## config.mk

```make
export PLATFORM = sky130hd
export DESIGN_NAME = seq_stage_ctrl
export DESIGN_NICKNAME = d
export VERILOG_FILES = /design/src/rtl/seq_stage_ctrl.sv
export SDC_FILE = /design/constraint.sdc
export NUM_CORES = 1
export LEC_CHECK = 0
export BUFFER_PORTS_ARGS = -buffer_cell sky130_fd_sc_hd__buf_2
export CAP_MARGIN = 20
export CORE_MARGIN = 5
export CORE_UTILIZATION = 55
export DETAILED_ROUTE_END_ITERATION = 6
export GPL_ROUTABILITY_DRIVEN = 1
export PLACE_DENSITY = 0.88
export SLEW_MARGIN = 20
export SYNTH_ARGS = -nofsm -noshare
export SYNTH_HDL_FRONTEND = slang
export SYNTH_SLANG_ARGS = --single-unit
```

## constraint.sdc

```tcl
create_clock -name clk -period 3.3 [get_ports clk]
set_input_delay 0.33 -clock clk [delete_from_list [all_inputs] [get_ports clk]]
set_output_delay 0.33 -clock clk [all_outputs]
set_load 0.005 [all_outputs]
```

## src/rtl/seq_stage_ctrl.sv

```systemverilog
// Sequencing controller for a multi-cycle Y86 datapath: steps one instruction through
// FETCH..PCUPD, tracks Y86 status and stops in HALT on fetch, decode or data-memory faults.
module seq_stage_ctrl #(
  parameter int unsigned MEM_TIMEOUT = 15
) (
  input  logic        clk,
  input  logic        rst,
  input  logic        start,
  input  logic        stop,
  input  logic [3:0]  icode,
  input  logic        instr_valid,
  input  logic        imem_error,
  input  logic        dmem_ack,
  input  logic        dmem_error,
  output logic        fetch_en,
  output logic        decode_en,
  output logic        exec_en,
  output logic        mem_en,
  output logic        wb_en,
  output logic        pc_en,
  output logic        cc_en,
  output logic        dmem_req,
  output logic [2:0]  stat,
  output logic        busy,
  output logic [31:0] instr_count
);

  typedef enum logic [2:0] {
    StIdle, StFetch, StDecode, StExecute, StMemory, StWriteback, StPcupd, StHalt
  } state_e;

  localparam logic [2:0] StatAok = 3'd1;
  localparam logic [2:0] StatHlt = 3'd2;
  localparam logic [2:0] StatAdr = 3'd3;
  localparam logic [2:0] StatIns = 3'd4;
  localparam logic [3:0] TimeoutCnt = 4'(MEM_TIMEOUT);

  state_e      r_state, w_state_next;
  logic [2:0]  r_stat, w_stat_next;
  logic [3:0]  r_icode, w_icode_next;
  logic [3:0]  r_wait_cnt, w_wait_cnt_next;
  logic [31:0] r_instr_count, w_instr_count_next;
  logic        w_mem_op;
  logic [3:0]  w_wait_inc;

  // rmmovq, mrmovq, call, ret, pushq, popq touch data memory
  assign w_mem_op   = r_icode inside {4'd4, 4'd5, 4'd8, 4'd9, 4'd10, 4'd11};
  assign w_wait_inc = r_wait_cnt + 4'd1;

  always_comb begin
    w_state_next       = r_state;
    w_stat_next        = r_stat;
    w_icode_next       = r_icode;
    w_wait_cnt_next    = r_wait_cnt;
    w_instr_count_next = r_instr_count;
    unique case (r_state)
      StIdle: if (start) w_state_next = StFetch;
      StFetch: begin
        w_icode_next = icode;
        if (imem_error) begin
          w_state_next = StHalt;
          w_stat_next  = StatAdr;
        end else if (!instr_valid || (icode > 4'd11)) begin
          w_state_next = StHalt;
          w_stat_next  = StatIns;
        end else if (icode == 4'd0) begin
          w_state_next = StHalt;
          w_stat_next  = StatHlt;
        end else begin
          w_state_next = StDecode;
        end
      end
      StDecode: w_state_next = StExecute;
      StExecute: begin
        w_state_next    = StMemory;
        w_wait_cnt_next = 4'd0;
      end
      StMemory: begin
        if (!w_mem_op) begin
          w_state_next = StWriteback;
        end else if (dmem_ack) begin
          // An ack in the timeout cycle still completes the access
          if (dmem_error) begin
            w_state_next = StHalt;
            w_stat_next  = StatAdr;
          end else begin
            w_state_next = StWriteback;
          end
        end else begin
          w_wait_cnt_next = w_wait_inc;
          if (w_wait_inc == TimeoutCnt) begin
            w_state_next = StHalt;
            w_stat_next  = StatAdr;
          end
        end
      end
      StWriteback: w_state_next = StPcupd;
      StPcupd: begin
        w_instr_count_next = r_instr_count + 32'd1;
        w_state_next       = stop ? StIdle : StFetch;
      end
      StHalt: w_state_next = StHalt;
      default: w_state_next = StIdle;
    endcase
  end

  always_ff @(posedge clk or posedge rst) begin
    if (rst) begin
      r_state       <= StIdle;
      r_stat        <= StatAok;
      r_icode       <= 4'd0;
      r_wait_cnt    <= 4'd0;
      r_instr_count <= 32'd0;
    end else begin
      r_state       <= w_state_next;
      r_stat        <= w_stat_next;
      r_icode       <= w_icode_next;
      r_wait_cnt    <= w_wait_cnt_next;
      r_instr_count <= w_instr_count_next;
    end
  end

  assign fetch_en    = (r_state == StFetch);
  assign decode_en   = (r_state == StDecode);
  assign exec_en     = (r_state == StExecute);
  assign mem_en      = (r_state == StMemory);
  assign wb_en       = (r_state == StWriteback);
  assign pc_en       = (r_state == StPcupd);
  assign cc_en       = (r_state == StExecute) && (r_icode == 4'd6);
  assign dmem_req    = (r_state == StMemory) && w_mem_op;
  assign busy        = (r_state != StIdle) && (r_state != StHalt);
  assign stat        = r_stat;
  assign instr_count = r_instr_count;

endmodule

```

; ---- Word-level counts from Yosys, hierarchy flattened
; Index checks and enable logic that the tools add are counted.
[totals]
elab_cells = 66
ff_bits = 46
output_inout_bits = 44
[classes]
n_mux = 21
n_eq_ne = 23
reduce_logical = 14
order_cmp = 1
add_sub_neg = 2
[ops]
columns = cell, count
row1 = $mux 3, 14
row2 = $add 32x1->32 const B, 1
row3 = $pmux 3 s8, 1
row4 = $eq 4x4->1 const B, 5
row5 = $eq 3x3->1 const B, 4
row6 = $eq 4x3->1 const B, 3
row7 = $mux 4, 2
row8 = $pmux 4 s2, 1
row9 = $eq 3x2->1 const B, 2
row10 = $ne 3x3->1 const B, 2
row11 = $pmux 3 s2, 1
row12 = $reduce_bool 6->1, 1
row13 = $reduce_and 5->1, 1
row14 = $add 4x1->4 const B, 1
row15 = $gt 4x4->1 const B, 1
row16 = $logic_not 4->1, 1
row17 = $ne 2x2->1 const B, 2
row18 = $ne 4x2->1 const B, 1
row19 = $ne 4x3->1 const B, 1
row20 = $reduce_bool 2->1, 2
row21 = $eq 3x1->1 const B, 1
row22 = $logic_and 1x1->1, 3
row23 = $logic_not 3->1, 1
row24 = $ne 3x2->1 const B, 1
row25 = 8 further kinds, 8

; ---- Depth between registers and ports, before layout
[logic_depth]
depth_word = 6
depth_mapped = 7

; ---- Worst setup path before layout
; Ideal clock, no wire load.
[synth_path]
path_type = register -> register
start = register r_instr_count[0], in the netlist instr_count[0]
end = register r_instr_count[18], in the netlist instr_count[18]
slack_ps = 1649
t_required_ps = 3221
path_stages_with_launch = 7
arrival_ps = 1571
path_cell_list = dfrtp_1 > ha_1 > inv_1 > or4_1 > buf_2 > nor3_2 > xor2_1
[synth_between]
elab_chain_cells = 1
[synth_rtl]
columns = element, line_no
row1 = from (decl), 42  ; logic [31:0] r_instr_count, w_instr_count_next;
row2 = from (signal assigned), 119  ; r_instr_count <= w_instr_count_next;
row3 = $add 32x1->32, 99  ; w_instr_count_next = r_instr_count + 32'd1;
; No other way between the ends.
; A chain may end at the register's enable or synchronous reset.

; ---- Final worst setup path
[layout_path]
start = register r_state[0]
end = register r_instr_count[25], in the netlist instr_count[25]
[layout_between]
elab_chain_cells = 1
[layout_rtl]
columns = element, line_no
row1 = from (decl), 38  ; state_e r_state, w_state_next;
row2 = from (signal assigned), 109  ; r_state <= StIdle;
row3 = from (signal assigned), 115  ; r_state <= w_state_next;
row4 = $eq 3x3->1, 56  ; unique case (r_state)
; No other way between the ends.

==> impl_metrics.py <==
metrics = {
    "outcome": {
        "status": "complete, no violations",
    },
    "synth": {
        "ys_ff_latch": 46,
        "synth_cell_types": 46,
        "synth-seq-area-share_pct": 48.7,
        "synthCells": 234,
        "synth-edff-count": 0,
        "synthFlopType": "dfrtp_1",
        "async_flop_share_pct": 100,
        "syn_nets": 249,
        "avgSynthCellArea_um2": 10.1,
        "post_synth_instance_area_um2": 2370,
        "yosys_warnings": 0,
    },
    "power": {
        "p_sw_mw": 0.604,
        "p_int_mw": 1.12,
        "power_leakage_nw": 1.38,
        "clock_power_share_pct": 24.7,
        "swShare_pct": 35.0,
        "seqPwrFrac_pct": 47.0,
        "ir_drop_mv": 0.419,
        "powerDensity_nw_per_um2": 619,
        "combPwrFrac_pct": 28.3,
    },
    "cts": {
        "hold_buffers": 0,
        "postCtsSetupBuffers": 0,
        "cts_tree": "built",
        "ctsHtreeMaxLevel": 2,
        "cts-root-buf": "clkbuf_8",
        "cts_made_buffers": 5,
        "cts_resized": 0,
        "clkTransAtPathRegs_ns": 0.09,
        "clock_sink_count": 46,
        "clockBufferDepth": 2,
        "insertion_delay_ns": 0.30,
    },
    "cells_and_area": {
        "utilization_pct": 68.3,
        "drive_gt1_share_pct": 26.2,
        "diodes": 0,
        "nets": 304,
        "area_delta_synth_final_pct": 17.9,
    },
    "routing": {
        "wirelength_mm": 4.89,
        "drc": 0,
        "detail-route-antenna-nets": 0,
        "detail_route.wl_per_cell_um": 14.4,
        "wl_met3_um": 409,
        "top_layer_used": "met4",
        "viasPerCell": 5.65,
        "drt_iter0_drc": 116,
        "firstDrtPassIters": 4,
        "vias": 1921,
        "wl_met1_mm": 2.16,
        "dr_wl_met2_mm": 2.26,
    },
    "placed_design": {
        "io_buffers": 55,
        "dp_hpwl_mm": 3.69,
        "gp_congestion": 0.835,
    },
    "flow_run": {
        "cap_viol_max_count": 0,
    },
    "timing": {
        "drv_slew": 0,
        "slew_headroom_pct": 33.6,
        "tns_ns": 0,
        "rsz0062_at_grt": "no",
        "period_share_pct": 66.2,
        "worst_pin_slew_ns": 0.987,
        "finalClockSkew_ns": 0.00964,
        "hold_viol": 0,
        "setup_viol": 0,
        "fin_crit_ns": 2.18,
        "clock.fmax_mhz": 458,
    },
    "worst_setup_path": {
        "required_ns": 3.50,
        "endpoint": "instr_count[25]$_DFFE_PP0N_",
        "startpoint_type": "register",
        "cp-end-kind": "register",
        "cp.arrival_ns": 2.38,
        "r2r-end": "instr_count[25]$_DFFE_PP0N_",
        "reg2reg_setup_slack_ns": 1.12,
        "reg2regPathDepth": 4,
        "path_max_fanout": 15,
        "r2r_start": "r_state[0]$_DFFE_PP0P_",
        "path_class": "register to register",
        "crit_path_start": "r_state[0]$_DFFE_PP0P_",
    },
    "global_routing": {
        "globalRouteTotalUtil_pct": 19.1,
        "grt_pass1_vias": 1764,
        "grt_pass1_wl_mm": 8.27,
        "grt_max_degree": 47,
        "antenna_found_initial": 0,
        "overflow": 0,
    },
    "hold_path": {
        "hold_class": "input pin to asynchronous set/reset pin",
    },
    "floorplan": {
        "row_count": 23,
        "die_w_um": 75.6,
        "start_util_pct": 57.9,
        "fp.dieH_um": 75.6,
        "die_area_um2": 5720,
        "ioPinCount": 56,
        "core_area_um2": 4090,
    },
}
==> worst min path at each step <==
stage                                      startpoint                          end  slack, ns
after global placement            stat[2]$_DFFE_PP0P_          stat[2]$_DFFE_PP0P_       0.46
after global routing                              rst    r_wait_cnt[2]$_DFFE_PP0P_       0.21
final                                             rst    r_wait_cnt[2]$_DFFE_PP0P_       0.15
after CTS                                         rst  instr_count[18]$_DFFE_PP0N_       0.17
after detailed placement  instr_count[31]$_DFFE_PP0N_  instr_count[31]$_DFFE_PP0N_       0.47
after floorplan                              icode[0]       r_icode[0]$_DFFE_PP0P_       0.44
==> sequential cells by signal, summed over array words and instances, names as in the netlist <==
signal,cells
instr_count,32
r_wait_cnt,4
r_state,3
stat,3
r_icode,4
==> cell usage in the layout (no fill, tap or decap), types with 4 or more instances in the layout <==
cell | Yosys | final
nand2_1 | 29 | 29
nand4_1 | 14 | 14
xnor2_1 | 24 | 24
and3_1 | 7 | 7
clkbuf_8 | 0 | 5
nand3_1 | 9 | 9
nor3b_1 | 4 | 4
and2_1 | 4 | 4
a21oi_1 | 9 | 9
inv_1 | 11 | 10
buf_2 | 3 | 55
o2bb2ai_1 | 4 | 4
dfrtp_1 | 45 | 45
nor2_1 | 13 | 13
xor2_1 | 8 | 8
==> synthesized netlist by cell type (3+ instances only) <==
cell       count  share of area [%]
xor2_1         8                3.0
nor3_2         3                1.3
and2_1         4                1.1
nand2_1       29                4.6
nand3b_1       3               0.95
nor2_1        13                2.1
clkbuf_1       5               0.79
and3_1         7                1.8
o2bb2ai_1      4                1.5
nor3_1         3               0.63
ha_1           3                1.6
nor3b_1        4                1.3
nand3_1        9                1.9
buf_2          3               0.63
nand4_1       14                3.7
inv_1         11                1.7
xnor2_1       24                8.9
a21oi_1        9                1.9
dfrtp_1       45                 48
==> cells by family after synthesis <==
logic type | synth area share, %
simple gates | 25.1
flops | 48.7
xor+xnor | 11.8
compound gates | 8.77
buf+inv | 3.17
fa+ha+maj | 1.59
mux | 0.899
==> through the flow <==
step	power (mW)	hold WS, ns	std cells	setup slack [ns]	area, um2
floorplan	1.14	0.435	234	1.65	2370
global placement	1.29	0.458	332	1.21	2680
detailed placement	1.31	0.474	332	1.09	2680
CTS	1.74	0.173	340	1.08	2790
global route	1.85	0.213	340	0.840	2790
finish	1.73	0.149	340	1.12	2790
==> worst max-delay path: stages (launching register included) <==
cell and delay, ns:
dfrtp_1 0.53, nand4b_4 0.27, nor4_2 0.88, nand4_1 0.22
xnor2_1 0.17
==> metal layers <==
metal / track usage, % / up-vias
met1: 26.7 / 915
li1: - / 939
met5: 0 / -
met4: 6.41 / 0
met2: 28.7 / 61
met3: 5.28 / 6
==> power groups by stage <==
stage	logic, mW	registers [mW]	clock network, mW
floorplan	0.374	0.770	0
global placement	0.478	0.813	0
detailed placement	0.491	0.823	0
CTS	0.494	0.812	0.429
global route	0.558	0.842	0.450
finish	0.489	0.813	0.426
==> final cells by class <==
| type | count | area [um2] |
|---|---|---|
| Timing Repair Buffer | 56 | 283 |
| Clock inverter | 3 | 43.8 |
| Fill cell | 317 | 1290 |
| Tap cell | 50 | 62.6 |
| Sequential cell | 46 | 1150 |
| Inverter | 11 | 41.3 |
| Clock buffer | 5 | 68.8 |
| Multi-Input combinational cell | 169 | 1140 |
No activity file was read; power rests on OpenSTA's default activity.
